<file path="src/rtl/convolutor_mac_unit.sv">
// convolutor_mac_unit
// Two-stage multiply-accumulate datapath fed by the convolutor control FSM.
// Stage 1 registers the X*Y product of each enabled term. Stage 2 accumulates
// the products of one output sample. On the last term it writes the saturated
// sum to the Z memory at an auto-incrementing address.
//
// Ports:
//   clk           rising-edge clock
//   rst_n         asynchronous active-low reset
//   start_h       synchronous clear of pipeline, address pointer and flags
//   mult_enable_h x_data_i/y_data_i carry a valid term this cycle
//   last_term_h   the current term closes the output sample (qualified by mult_enable_h)
//   x_data_i      X memory read data
//   y_data_i      Y memory read data
//   z_data_o      Z write data (saturated sum), held between writes
//   z_addr_o      Z write address, held between writes
//   z_write_o     single-cycle Z write strobe
//   busy_o        a term is in flight in stage 1 or stage 2
//   sat_o         sticky: some written sample was saturated
module convolutor_mac_unit #(
    parameter int DATA_WIDTH  = 8,
    parameter int ACC_WIDTH   = 21,
    parameter int Z_WIDTH     = 16,
    parameter int ZADDR_WIDTH = 6
) (
    input  logic                   clk,
    input  logic                   rst_n,
    input  logic                   start_h,
    input  logic                   mult_enable_h,
    input  logic                   last_term_h,
    input  logic [DATA_WIDTH-1:0]  x_data_i,
    input  logic [DATA_WIDTH-1:0]  y_data_i,
    output logic [Z_WIDTH-1:0]     z_data_o,
    output logic [ZADDR_WIDTH-1:0] z_addr_o,
    output logic                   z_write_o,
    output logic                   busy_o,
    output logic                   sat_o
);

    localparam logic [ACC_WIDTH-1:0] Z_MAX = ACC_WIDTH'({Z_WIDTH{1'b1}});

    // Stage 1 state
    logic [2*DATA_WIDTH-1:0] product;
    logic                    p_valid;
    logic                    p_last;

    // Stage 2 state
    logic [ACC_WIDTH-1:0]   acc;
    logic                   first;
    logic [ZADDR_WIDTH-1:0] wr_ptr;

    logic [ACC_WIDTH-1:0]   acc_next;
    logic                   over;

    // The first term of a sample replaces the accumulator instead of adding to it.
    always_comb begin
        acc_next = (first ? '0 : acc) + ACC_WIDTH'(product);
        over     = (acc_next > Z_MAX);
    end

    always_ff @(posedge clk or negedge rst_n) begin
        if (!rst_n) begin
            product <= '0;
            p_valid <= 1'b0;
            p_last  <= 1'b0;
        end else if (start_h) begin
            product <= '0;
            p_valid <= 1'b0;
            p_last  <= 1'b0;
        end else begin
            p_valid <= mult_enable_h;
            p_last  <= mult_enable_h & last_term_h;
            if (mult_enable_h)
                product <= (2*DATA_WIDTH)'(x_data_i) * (2*DATA_WIDTH)'(y_data_i);
        end
    end

    always_ff @(posedge clk or negedge rst_n) begin
        if (!rst_n) begin
            acc       <= '0;
            first     <= 1'b1;
            wr_ptr    <= '0;
            z_data_o  <= '0;
            z_addr_o  <= '0;
            z_write_o <= 1'b0;
            sat_o     <= 1'b0;
        end else if (start_h) begin
            acc       <= '0;
            first     <= 1'b1;
            wr_ptr    <= '0;
            z_data_o  <= '0;
            z_addr_o  <= '0;
            z_write_o <= 1'b0;
            sat_o     <= 1'b0;
        end else begin
            z_write_o <= 1'b0;
            if (p_valid) begin
                acc   <= acc_next;
                first <= p_last;
                if (p_last) begin
                    z_write_o <= 1'b1;
                    z_data_o  <= over ? '1 : acc_next[Z_WIDTH-1:0];
                    z_addr_o  <= wr_ptr;
                    wr_ptr    <= wr_ptr + ZADDR_WIDTH'(1);
                    if (over)
                        sat_o <= 1'b1;
                end
            end
        end
    end

    assign busy_o = p_valid | ~first;

endmodule

</file>
<file path="config.mk">
export PLATFORM = sky130hd
export DESIGN_NAME = convolutor_mac_unit
export DESIGN_NICKNAME = d
export VERILOG_FILES = /design/src/rtl/convolutor_mac_unit.sv
export SDC_FILE = /design/constraint.sdc
export NUM_CORES = 1
export LEC_CHECK = 0
export ABC_AREA = 1
export BUFFER_PORTS_ARGS = -buffer_cell sky130_fd_sc_hd__buf_2
export CAP_MARGIN = 10
export CORE_ASPECT_RATIO = 1.1
export CORE_MARGIN = 2
export CORE_UTILIZATION = 40
export DETAILED_ROUTE_END_ITERATION = 12
export PLACE_DENSITY_LB_ADDON = 0.15
export SKIP_CTS_REPAIR_TIMING = 1
export SYNTH_ARGS = -nofsm -noshare
export SYNTH_HDL_FRONTEND = slang
export SYNTH_SLANG_ARGS = --single-unit
</file>
<file path="constraint.sdc">
create_clock -name clk -period 6.6 [get_ports clk]
set_input_delay 0 -clock clk [delete_from_list [all_inputs] [get_ports clk]]
set_output_delay 0 -clock clk [all_outputs]
set_load 0.1 [all_outputs]
</file>
# == Word-level counts from Yosys, hierarchy flattened ==
# Cells that the tools add are included.
# W data, S select, Z words.
# word_totals
out_inout_bits,25
regBits,70
# op_classes
bitwise,3
addsub,2
reduce_logical,6
n_mux,26
magnitude_cmp,1
n_mul,1
# op_table
operator,n
$mux W16,6
$mux W21,3
$mux W6,6
$add A21 B16 Y21,1
$gt A21 B16 Y1 const B,1
$mul A8 B8 Y16,1
$mux W1,11
$reduce_bool A2 Y1,4
$add A6 B1 Y6 const B,1
$reduce_and A3 Y1,1
$reduce_and A2 Y1,1
$and A1 B1 Y1,1
$not A1 Y1,1
$or A1 B1 Y1,1

# == Logic depth before layout (Yosys ltp) ==
# depth
depth_word,7
depth_mapped,20
depth_no_buf,19

# == Worst setup path after synthesis ==
# Ideal clock, no wire load.
# synth_path
path_type,input port to flip-flop
start,input x_data_i[0]
end,register product[12]
path_slack_ps,2905
setup_time_ps,123
t_arrival_ps,3572
path_buffers,1
path_stages,16
path_cell_list,clkbuf_1 > nand2_1 > fa_1 > fa_1 > inv_1 > fa_1 > inv_1 > fa_1 > inv_1 > ha_1 > a21oi_1 > o21ai_0 > a21oi_1 > o21bai_1 > o21ai_0 > nand2_1
# synth_between
elab_chain_len,3
# synth_rtl
element,line,text
from (decl),31,"input logic [DATA_WIDTH-1:0] x_data_i,"
$mul A8 B8 Y16,74,product <= (2*DATA_WIDTH)'(x_data_i) * (2*DATA_WIDTH)'(y_data_i);
$mux W16,73,if (mult_enable_h)
$mux W16,66,end else if (start_h) begin
to (signal assigned),74,
to (decl),43,logic [2*DATA_WIDTH-1:0] product;
# Every way passes these cells. The select of a mux whose other input is x is not followed.
# A chain may end at the register's enable or synchronous reset.

# == Final worst setup path ==
# Same ends and word-level chain as after synthesis.

==> impl_metrics.tcl <==
set metrics [dict create \
    crit_fanout 8 \
    tritoncts "done" \
    hold_viol_final 0 \
    die-area_um2 16570 \
    synth-edff-count 0 \
    fin_nets 998 \
    busiest_layer "met2" \
    drive_above_1_share_pct 10.31 \
    power_leakage_uw 0.004040 \
    clk_latency_ns 0.34 \
    rsz0062_at_grt "no" \
    die_h_um 134.8 \
    vias 5128 \
    max_cap_viol_count 0 \
    finalClockSkew_ns 0.009897 \
    die_x_um 122.9 \
    start_util_pct 41.17 \
    setup_viol 0 \
    numCtsBuffers 9 \
    drt_iter0_drc 242 \
    cpPeakStageDelay_ns 0.54 \
    r2r_cells 17 \
    ant_nets 0 \
    syn_nets 965 \
    final_common_cell "nand2_1" \
    slew_headroom_pct 27.79 \
    cts_buffer_depth 2 \
    mostFrequentLayoutCells "nand2_1 (232), inv_1 (193), dfrtp_1 (69)" \
    yosys-top-cells-area "dfrtp_1 (28%), nand2_1 (14%), fa_1 (12%)" \
    design.portCount 46 \
    critical_path_class "in2reg" \
    area_delta_synth_final_pct 10.84 \
    r2r_start "first" \
    status "complete, no violations" \
    startpoint "x_data_i[0]" \
    finalCritPeriodShare_pct 53.36 \
    worst-r2r-setup-slack_ns 3.73 \
    globalplace.congestion 0.8344 \
    grtUsageMet1_pct 23.19 \
    post-route-drc-count 0 \
    period_minus_slack_ns 3.522 \
    ys.flop_type "dfrtp_1" \
    powerDensity_nw_per_um2 222.1 \
    wl_per_cell_um 12.37 \
    endpoint "product[12]" \
    dr.pass1.iters 4 \
    postSynth.asyncResetShare_pct 100.0 \
    synth_top_area_share_pct 27.75 \
    root_buffer "clkbuf_16" \
    path_clk_slew_ns 0.06 \
    gr-usage-met3_pct 2.449 \
    critPathSlowestCell "fa_1" \
    antennaDiodeCount 0 \
    grt_pass1_vias 5087 \
    fmax_mhz 283.9 \
    syn_area_um2 6222 \
    antenna_found_initial 0 \
    cp-end-kind "flip-flop" \
    cpMostUsedCell "fa_1" \
    ys_seq_area_share_pct 28.17 \
    crit_arrival_ns 3.73 \
    crit_chain "buf_2 > nand2_1 > fa_1 > fa_1 > inv_1 > fa_1 > inv_1 > fa_1 > inv_1 > ha_1 > a21oi_1 > o21ai_0 > a21oi_1 > o21bai_1 > a21oi_1 > o21ai_0 > nand2_1" \
    syn_area_per_cell_um2 7.286 \
    clock_sinks 70 \
    post-dp-hpwl_mm 10.76 \
    ys_warn_count 0 \
    min_from "start_h" \
    numPortBuffers 45 \
    finalMaxSlewViolations 0 \
    met2_usage_pct 30.48 \
    fp.coreArea_um2 15110 \
    required_ns 6.81 \
    rr_endpoint "z_data_o[10]" \
    core.rowCount 47 \
    routed_via_density 4.713 \
    tightest_slew_ns 1.079 \
    htreeDepth 3 \
    hold_slack_ns 0.03072 \
    grt.overflow.total 0 \
    ys_ff_latch 70 \
    power_uw 1532 \
    tns_ns 0 \
    grt_max_degree 71 \
    ys_types 42 \
    yosys.area.top_type "dfrtp_1" \
    path_buf_inv 4 \
    hp-class "in2reg" \
    synthCells 854 \
    worstSetupPathDepth 17 \
    cp-start-kind "input pin" \
    cp_top_family "adder cells" \
    grt_use_total_pct 17.72 \
    grt_first_pass_wirelength_mm 23.64 \
    wirelength_mm 13.46 \
    ir_worst_vdd_mv 0.1201 \
]
## state kept, by name, indices dropped and copies added, names as in the netlist
register   flops
p_last         1
acc           21
product       16
first          1
z_addr_o       6
wr_ptr         6
sat_o          1
z_write_o      1
z_data_o      16
p_valid        1
## power by group
part	total (µW)	switching, µW	internal (µW)
logic	576	360	216
registers	482	21.7	460
clock network	474	183	292
## cell usage after synthesis, types with 12 or more instances
library cell and instances:
a21oi_1 32, clkbuf_1 24, dfrtp_1 69, fa_1 37, ha_1 53, inv_1 193, nand2_1 232, nand2_2 17
nand3_1 29, nor2_1 51, o21ai_0 39, o22ai_1 12
## per-stage QoR
stage | util, % | cells | setup WS [ns] | area [µm²]
finish | 45.63 | 1088 | 3.078 | 6897
global route | 45.63 | 1088 | 2.837 | 6897
CTS | 45.43 | 1085 | 3.075 | 6867
detailed placement | 43.50 | 1069 | 2.740 | 6574
global placement | 43.50 | 1069 | 2.818 | 6574
floorplan | - | 854 | 2.905 | 6222
## area by class of cell
class                      count  area [µm²]
fill                        1597        8217
sequential                    70        1753
multi-input combinational    560        3600
tap                          196       245.2
timing repair buffer          50       270.3
clock buffer                  10       229.0
clock inverter                 6       63.81
inverter                     196       735.7
## worst min-delay path by stage
stage | cells after the start | slack, ns | to
2_1_floorplan | 0 | -0.30 | acc[0]
3_5_place_dp | 3 | 0.23 | p_last
6_report | 2 | 0.03 | p_last
5_1_grt | 2 | 0.06 | p_last
4_1_cts | 3 | -0.13 | p_last
3_3_place_gp | 3 | 0.22 | p_last
## cell families (layout without fill, tap and decap cells)
kind of cell | Yosys count | after routing | synth area share (%)
DFF | 70 | 70 | 28.17
buffers and inverters | 224 | 262 | 13.98
AOI/OAI and AO/OA | 99 | 99 | 8.888
and+or+nand+nor | 356 | 356 | 24.29
xor gates and xnor gates | 15 | 15 | 2.111
adders and majority gates | 90 | 90 | 22.56
## layer usage
metal,vias to the layer above,part of all wire [%]
met5,-,0
met4,0,1.4
met3,14,2.3
met2,65,48
met1,2396,48
li1,2653,-
No activity file was read; power rests on OpenSTA's default activity.
